File: config.mk
export PLATFORM = sky130hd
export DESIGN_NAME = seg_scan_decoder
export DESIGN_NICKNAME = d
export VERILOG_FILES = /design/src/rtl/seg_pkg.sv /design/src/rtl/seg_decode.sv /design/src/rtl/seg_scan_decoder.sv
export SDC_FILE = /design/constraint.sdc
export NUM_CORES = 1
export LEC_CHECK = 0
export BUFFER_PORTS_ARGS = -buffer_cell sky130_fd_sc_hd__buf_2
export CAP_MARGIN = 25
export CORE_UTILIZATION = 30
export CTS_CLUSTER_DIAMETER = 50
export DETAILED_ROUTE_END_ITERATION = 8
export PLACE_DENSITY = 0.47
export SLEW_MARGIN = 0
export SYNTH_ARGS = -nofsm -noshare
export SYNTH_HDL_FRONTEND = slang
export SYNTH_SLANG_ARGS = --single-unit
File: constraint.sdc
create_clock -name clk -period 2.5 [get_ports clk]
set_input_delay 0.5 -clock clk [delete_from_list [all_inputs] [get_ports clk]]
set_output_delay 0.5 -clock clk [all_outputs]
set_load 0.05 [all_outputs]
File: src/rtl/seg_pkg.sv
// seg_pkg: active-low 7-segment hex patterns and a pattern -> {err, blank, nibble} decode helper
package seg_pkg;
  localparam logic [6:0] SEG_0 = 7'b1000000;
  localparam logic [6:0] SEG_1 = 7'b1111001;
  localparam logic [6:0] SEG_2 = 7'b0100100;
  localparam logic [6:0] SEG_3 = 7'b0110000;
  localparam logic [6:0] SEG_4 = 7'b0011001;
  localparam logic [6:0] SEG_5 = 7'b0010010;
  localparam logic [6:0] SEG_6 = 7'b0000010;
  localparam logic [6:0] SEG_7 = 7'b1111000;
  localparam logic [6:0] SEG_8 = 7'b0000000;
  localparam logic [6:0] SEG_9 = 7'b0010000;
  localparam logic [6:0] SEG_A = 7'b0001000;
  localparam logic [6:0] SEG_B = 7'b0000011;
  localparam logic [6:0] SEG_C = 7'b1000110;
  localparam logic [6:0] SEG_D = 7'b0100001;
  localparam logic [6:0] SEG_E = 7'b0000110;
  localparam logic [6:0] SEG_F = 7'b0001110;
  localparam logic [6:0] SEG_BLANK = 7'b1111111;
  localparam logic [6:0] SEG_DASH = 7'b0111111;
  localparam logic [15:0][6:0] SEG_HEX = {SEG_F, SEG_E, SEG_D, SEG_C, SEG_B, SEG_A, SEG_9, SEG_8,
                                          SEG_7, SEG_6, SEG_5, SEG_4, SEG_3, SEG_2, SEG_1, SEG_0};
  typedef struct packed {
    logic err;
    logic blank;
    logic [3:0] nibble;
  } seg_dec_t;
  function automatic seg_dec_t seg_dec(input logic [6:0] p);
    seg_dec_t r;
    logic b;
    b = (p == SEG_BLANK) || (p == SEG_DASH);
    r = '{err: !b, blank: b, nibble: 4'd0};
    for (int i = 0; i < 16; i++)
      if (p == SEG_HEX[i]) r = '{err: 1'b0, blank: 1'b0, nibble: 4'(i)};
    return r;
  endfunction
endpackage

File: src/rtl/seg_decode.sv
// seg_decode: combinational active-low 7-segment pattern -> hex nibble with blank/err flags
module seg_decode
  import seg_pkg::*;
(
  input  logic [6:0] seg,
  output logic [3:0] nibble,
  output logic       blank,
  output logic       err
);
  seg_dec_t d;
  assign d = seg_dec(seg);
  assign nibble = d.nibble;
  assign blank = d.blank;
  assign err = d.err;
endmodule

File: src/rtl/seg_scan_decoder.sv
// seg_scan_decoder: samples a multiplexed active-low 7-seg bus and rebuilds the displayed word per scan.
// Define SEG_DP_EN to add dp_n input and dp_mask output (decimal point captured with the segments).
module seg_scan_decoder
  import seg_pkg::*;
#(
  parameter int NUM_DIGITS = 4,
  parameter int STABLE_CYCLES = 4
) (
  input  logic                    clk,
  input  logic                    reset,
  input  logic [6:0]              seg_n,
  input  logic [NUM_DIGITS-1:0]   an_n,
  input  logic                    clear,
`ifdef SEG_DP_EN
  input  logic                    dp_n,
  output logic [NUM_DIGITS-1:0]   dp_mask,
`endif
  output logic [4*NUM_DIGITS-1:0] value,
  output logic [NUM_DIGITS-1:0]   blank_mask,
  output logic [NUM_DIGITS-1:0]   err_mask,
  output logic                    frame_valid,
  output logic                    glitch
);
  localparam int CW = $clog2(STABLE_CYCLES + 1);
`ifdef SEG_DP_EN
  localparam int SW = 8;
`else
  localparam int SW = 7;
`endif
  logic [SW-1:0] smp_in, smp_r, smp_p;
  logic [NUM_DIGITS-1:0] an_r, an_p, sel, seen, sh_blank, sh_err;
  logic [4*NUM_DIGITS-1:0] sh_val;
  logic [CW-1:0] cnt;
  logic idle, single, illegal, same, cap, publish, ill_q;
  logic [3:0] d_nib;
  logic d_blank, d_err;
`ifdef SEG_DP_EN
  logic [NUM_DIGITS-1:0] sh_dp;
  assign smp_in = {dp_n, seg_n};
`else
  assign smp_in = seg_n;
`endif
  seg_decode u_dec (.seg(smp_r[6:0]), .nibble(d_nib), .blank(d_blank), .err(d_err));
  assign sel = ~an_r;
  assign idle = &an_r;
  assign single = $onehot(sel);
  assign illegal = !idle && !single;
  assign same = {an_r, smp_r} == {an_p, smp_p};
  // counter sits one below threshold while the stable sample is still present: capture exactly once
  assign cap = single && same && cnt == CW'(STABLE_CYCLES - 1);
  assign publish = &seen;
  always_ff @(posedge clk) begin
    if (reset) begin
      an_r <= '1;
      an_p <= '1;
      smp_r <= '1;
      smp_p <= '1;
      cnt <= '0;
      ill_q <= 1'b0;
      glitch <= 1'b0;
      seen <= '0;
      sh_val <= '0;
      sh_blank <= '0;
      sh_err <= '0;
      value <= '0;
      blank_mask <= '0;
      err_mask <= '0;
      frame_valid <= 1'b0;
`ifdef SEG_DP_EN
      sh_dp <= '0;
      dp_mask <= '0;
`endif
    end else begin
      an_r <= an_n;
      an_p <= an_r;
      smp_r <= smp_in;
      smp_p <= smp_r;
      ill_q <= illegal;
      glitch <= illegal && !ill_q;
      frame_valid <= publish && !clear;
      if (clear) begin
        cnt <= '0;
        seen <= '0;
        sh_val <= '0;
        sh_blank <= '0;
        sh_err <= '0;
`ifdef SEG_DP_EN
        sh_dp <= '0;
`endif
      end else begin
        cnt <= (idle || illegal) ? '0 : !same ? CW'(1) : (cnt == CW'(STABLE_CYCLES)) ? cnt : cnt + CW'(1);
        seen <= (publish ? '0 : seen) | (cap ? sel : '0);
        if (publish) begin
          value <= sh_val;
          blank_mask <= sh_blank;
          err_mask <= sh_err;
`ifdef SEG_DP_EN
          dp_mask <= sh_dp;
`endif
        end
        for (int i = 0; i < NUM_DIGITS; i++)
          if (cap && sel[i]) begin
            sh_val[4*i+:4] <= d_nib;
            sh_blank[i] <= d_blank;
            sh_err[i] <= d_err;
`ifdef SEG_DP_EN
            sh_dp[i] <= !smp_r[7];
`endif
          end
      end
    end
  end
endmodule

* After elaboration in Yosys (flattened, before gate mapping)
Index checks and enable logic that the tools add are counted.
Cells by class: add/subtract/negate cells 4, equal/unequal tests 22, muxes and demuxes 20, bitwise logic cells 4, reductions and logical operators 23
Operators with widths (count):
- 6-bit 2-to-1 mux | 16
- 7-bit == test, second input constant | 5
- 7-bit by 6-bit == test with 1-bit output, second input constant | 4
- 7-bit by 5-bit == test with 1-bit output, second input constant | 3
- 7-bit by 2-bit == test with 1-bit output, second input constant | 2
- 7-bit by 4-bit == test with 1-bit output, second input constant | 2
- 11-bit == test | 1
- 1-bit logical AND | 9
- 4-bit 2-to-1 mux | 2
- 4-bit AND reduction | 2
- 7-bit by 3-bit == test with 1-bit output, second input constant | 1
- 7-bit zero test | 1
- 1-bit zero test | 5
- 5-bit AND reduction | 1
- 1-bit by 1-bit adder with 2-bit output | 2
- 4-bit inverter | 1
- 4-bit OR | 1
- 4-bit OR reduction | 1
- 2-bit by 2-bit adder with 3-bit output | 1
- 3-bit by 1-bit adder with 3-bit output, second input constant | 1
- 3-bit by 1-bit == test with 1-bit output, second input constant | 1
- 3-bit by 2-bit == test with 1-bit output, second input constant | 1
- 3-bit == test, second input constant | 1
- 3-bit OR reduction | 1
- 5 further kinds | 8
Storage, ports and cells: register bits 80, input port bits 14, output and inout bits 26, logic and storage cells 98

* Depth between registers and ports, before layout
depth after elaboration 19, gate-level depth with buffers 10

* Cells and area by module
Synthesis repeated with hierarchy kept, for this count alone.
Unflattened totals: cells, all modules 354, area, all modules 3296.9 µm²
By module, submodules not included:
- seg_scan_decoder | instances 1, cells each 304, area an instance 2980.4 µm²
- seg_decode | instances 1, cells each 50, area an instance 316.6 µm²

* Least setup slack after synthesis
OpenSTA, ideal clock, no wires.
path kind reg2reg, start point register an_r[0], end point register sh_blank[0], library setup time 0.128 ns, arrival time 2.606 ns, required time 2.372 ns, path slack -0.233 ns, stages on the path, launching flop included 11, buffers on the path 1, clock period less this slack 2.733 ns, cell sequence dfxtp_1 fa_1 inv_1 ha_1 ha_1 nor3b_1 clkbuf_1 nand3b_1 nor4_4 mux2i_1 nor2_1
On the way: cells in the longest elaborated chain, start to end 7
Ends and longest elaborated chain:
- start: declaration | RTL line seg_scan_decoder.sv:31 | logic [NUM_DIGITS-1:0] an_r, an_p, sel, seen, sh_blank, sh_err;
- start signal: assignment | RTL line seg_scan_decoder.sv:74 | an_r <= an_n;
- 4-bit inverter | RTL line seg_scan_decoder.sv:44 | assign sel = ~an_r;
- 1-bit by 1-bit adder with 2-bit output (implied by the code) | RTL line seg_scan_decoder.sv:46 | assign single = $onehot(sel);
- 2-bit by 2-bit adder with 3-bit output (implied by the code) | RTL line seg_scan_decoder.sv:46
- 3-bit by 1-bit == test with 1-bit output | RTL line seg_scan_decoder.sv:46
- 1-bit logical AND (2 in a row) | RTL line seg_scan_decoder.sv:50 | assign cap = single && same && cnt == CW'(STABLE_CYCLES - 1);
- 1-bit logical AND * | RTL line seg_scan_decoder.sv:102 | if (cap && sel[i]) begin
- end signal: indexed assignment | RTL line seg_scan_decoder.sv:104 | sh_blank[i] <= d_blank;
- end: declaration | RTL line seg_scan_decoder.sv:31
Mark *: on every way between the ends. The rest lies on a longest branch, timed or not. A chain may end at the register's enable or synchronous reset.

* Worst setup path after layout
start point register an_r[1], end point register sh_val[6]
On the way: cells in the longest elaborated chain, start to end 7
Ends and longest elaborated chain:
- 4-bit inverter | RTL line seg_scan_decoder.sv:44
- 1-bit by 1-bit adder with 2-bit output (implied by the code) | RTL line seg_scan_decoder.sv:46
- 2-bit by 2-bit adder with 3-bit output (implied by the code) | RTL line seg_scan_decoder.sv:46
- 3-bit by 1-bit == test with 1-bit output | RTL line seg_scan_decoder.sv:46
- 1-bit logical AND (2 in a row) | RTL line seg_scan_decoder.sv:50
- 1-bit logical AND * | RTL line seg_scan_decoder.sv:102
- end signal: indexed assignment | RTL line seg_scan_decoder.sv:103 | sh_val[4*i+:4] <= d_nib;
- end: declaration | RTL line seg_scan_decoder.sv:32 | logic [4*NUM_DIGITS-1:0] sh_val;
Marked as above.

==> qor.txt <==
status -> finished, violations left
failing checks -> setup timing
Final Cycle Share -> 103%
mapped cell area -> 3380 um^2
RSZ-0062 raised after global routing -> true
Synth Net Count -> 391
CP Data Required Time -> 2760 ps
Final Skew -> 7.23 ps
largest net degree at the start of global routing -> 49
Mean Syn Cell Area -> 9.14 um^2
P_leak -> 1.59 nW
CTS buffer count -> 9
initial antenna violation count -> 0
area leader, netlist -> dfxtp_1
I/O Buffers -> 39
top-level I/O count -> 40
Hold Fails Final Rpt -> 0
Setup crit end kind -> flop
Clock Pin Slew Worst Setup and Hold Paths -> 60 ps
number of global-route vias before repair -> 2412
core area -> 10900 um^2
H-Tree Depth -> 3
grt total ovfl -> 0
DRC Markers -> 0
Yosys warning count -> 0
Hold Crit Class -> in -> reg
#FFs+latches synth -> 80
Int Power -> 2.25 mW
Comb pwr share -> 7.9%
share of layout cells above drive strength 1 -> 27.9%
Vias/cell -> 4.64
wire per inst -> 13.2 um
Nets -> 436
power share of the clock group -> 46.2%
height of the die -> 108 um
WP data arrival -> 2840 ps
CTS tree -> done
die area -> 11700 um^2
worst slew pin tran -> 625 ps
WP depth -> 11
post-synth top area share -> 47.3%
max-capacitance violation count -> 0
setup violators final -> 9
CP max-delay cell -> fa_1
Area after DPL -> 3770 um^2
via count -> 2591
Area growth syn-to-layout -> 23.0%
Synth cell types -> 45
setup TNS -> -328 ps
Root Buffer -> clkbuf_16
Critical Path Max Stage Delay -> 540 ps
Clock Latency Late Sink -> 330 ps
Post-Syn Instances -> 370
CTS sink cnt -> 80
dpl hpwl -> 5170 um
WL final -> 7360 um
Sw Ratio -> 22.2%
FMAX -> 389 MHz
critical path, cell by cell -> fa_1 -> inv_2 -> ha_4 -> ha_4 -> nor3b_4 -> buf_6 -> nand3b_1 -> buf_4 -> nor4_1 -> o21ai_0 -> a21oi_1
Final Critical Period -> 2570 ps
FF-to-FF setup slack -> -70 ps
ANT nets after route -> 0
gpl congestion -> 0.765
Placement Setup Slack -> -110 ps
Worst Path Buf+Inv -> 3
Die Wd -> 108 um
Crit path max-delay family -> adder cells
diode count -> 0
sequential area share after synthesis -> 47.3%
Starting DRT DRC Count -> 96
maximum root-to-sink buffer count -> 2
Synth area leaders -> dfxtp_1 47%, nand2_1 7.1%, a21oi_1 6.7%, mux2i_1 4.7%, or2_2 4.4%
Flop pwr share -> 45.8%
global-route wire length before repair -> 12400 um
final setup slack of the worst path -> -73.6 ps
worst-path maximum fanout -> 3
Hold Crit Depth -> 2
cell mode on critical path -> ha_4
P_sw -> 643 uW
maximum vdd ir drop -> 320 uV
hold slack -> 346 ps
Pre-antenna DRT Iters -> 4
Row Count -> 38
Initial Util -> 30.9%
Slew Limit Headroom -> 58.3%
Final Max Tran Viols -> 0
Power Density -> 695 nW/um^2
total track usage -> 13.9%
Setup CP Type -> reg -> reg
type of origin of the critical path -> flop
Reg2Reg Depth -> 11
Finished Cell Area -> 4160 um^2
-- per-layer routing --
layer  track usage [%]  share of wire, %  routed length (um)
met5                 0                 0                   0
met4              5.28               1.2                  91
met3              3.44               3.3                 244
met2              21.4                46                3360
met1              18.5                50                3660
-- worst register-to-register path, cell delays in order, from the launching register on --
cell,delay (ps)
dfxtp_4,340
fa_1,540
inv_2,50
ha_4,150
ha_4,210
nor3b_4,200
buf_6,140
nand3b_1,130
buf_4,170
nor4_1,260
o21ai_0,150
a21oi_1,160
-- state kept, by name, summed over array words and instances, names as in the netlist --
register     flops
sh_val          16
frame_valid      1
sh_blank         4
sh_err           4
value           16
cnt              3
smp_r            7
an_r             4
err_mask         4
seen             4
an_p             4
smp_p            7
glitch           1
blank_mask       4
ill_q            1
-- Yosys cell counts, drive strengths merged --
| cell | instances |
|---|---|
| a21oi | 45 |
| or4 | 1 |
| a22oi | 1 |
| ha | 6 |
| nand2 | 64 |
| buf | 10 |
| or2 | 24 |
| nand4 | 6 |
| xnor2 | 12 |
| or3 | 1 |
| nor2b | 1 |
| a41o | 1 |
| nand3b | 5 |
| clkbuf | 13 |
| and3b | 1 |
| mux2i | 16 |
| dfxtp | 80 |
| nand4b | 3 |
| inv | 7 |
| nor2 | 20 |
| fa | 1 |
| nand2b | 4 |
| maj3 | 1 |
| and4b | 1 |
| o21ai | 12 |
| nor3 | 5 |
| a211oi | 2 |
| o211ai | 1 |
| nor4bb | 1 |
| nand3 | 6 |
| xor2 | 1 |
| and3 | 2 |
| nor4b | 2 |
| a22o | 1 |
| nor4 | 10 |
| nor3b | 2 |
| or3b | 1 |
-- layout make-up --
class | count | area [um^2]
Tap cell | 140 | 175
Sequential cell | 80 | 1610
Clock buffer | 12 | 268
Multi-Input combinational cell | 260 | 1710
Fill cell | 1131 | 6770
Timing Repair Buffer | 57 | 338
Clock inverter | 3 | 40.0
Inverter | 7 | 26.3
-- power by group through the flow --
stage	clock (mW)	combinational, mW	sequential [mW]
after global routing	1.43	0.254	1.33
final	1.34	0.229	1.33
after CTS	1.38	0.225	1.33
after global placement	0	0.204	1.35
after floorplan	0	0.156	1.34
after detailed placement	0	0.205	1.35
-- placed cells by master, fill, tap and decap left out, types with 6 or more instances in the layout --
cell type,netlist,final
a21oi_1,45,42
inv_1,7,6
nor2_1,20,20
or2_2,24,24
mux2i_1,16,16
buf_2,6,39
dfxtp_1,80,78
clkbuf_16,0,10
buf_4,1,16
nor4_1,6,6
o21ai_0,12,11
nand2_1,64,64
xnor2_1,11,11
-- worst paths after layout --
kind                 start         to
setup / recovery   an_r[1]  sh_val[6]
hold / removal    seg_n[3]   smp_r[3]
setup reg to reg   an_r[1]  sh_val[6]
hold reg to reg      ill_q     glitch
-- stage by stage --
| stage | power, mW | instances | util, % |
|---|---|---|---|
| floorplan | 1.50 | 370 | - |
| global placement | 1.56 | 539 | 34.4 |
| detailed placement | 1.56 | 539 | 34.4 |
| CTS | 2.93 | 556 | 37.7 |
| global route | 3.02 | 559 | 38.1 |
| finish | 2.89 | 559 | 38.1 |
-- repair_timing --
action / CTS / global route
pin swaps: 9 / 9
hold buffers: 0 / 0
setup endpoints to repair: 12 / 23
gates resized for setup: 6 / 6
buffers inserted: 2 / 3
gates cloned: 0 / 0
-- logic make-up after synthesis --
family | count (synthesis) | synth area share, %
AND/OR/NAND/NOR | 160 | 27.3
flip-flops | 80 | 47.3
AO/OA/AOI/OAI | 63 | 9.87
buffers and inverters | 30 | 4.11
multiplexers | 16 | 4.73
XOR/XNOR | 13 | 3.59
adder cells (fa/ha/maj) | 8 | 3.11
Note: power is estimated with default switching activity, not from simulation.
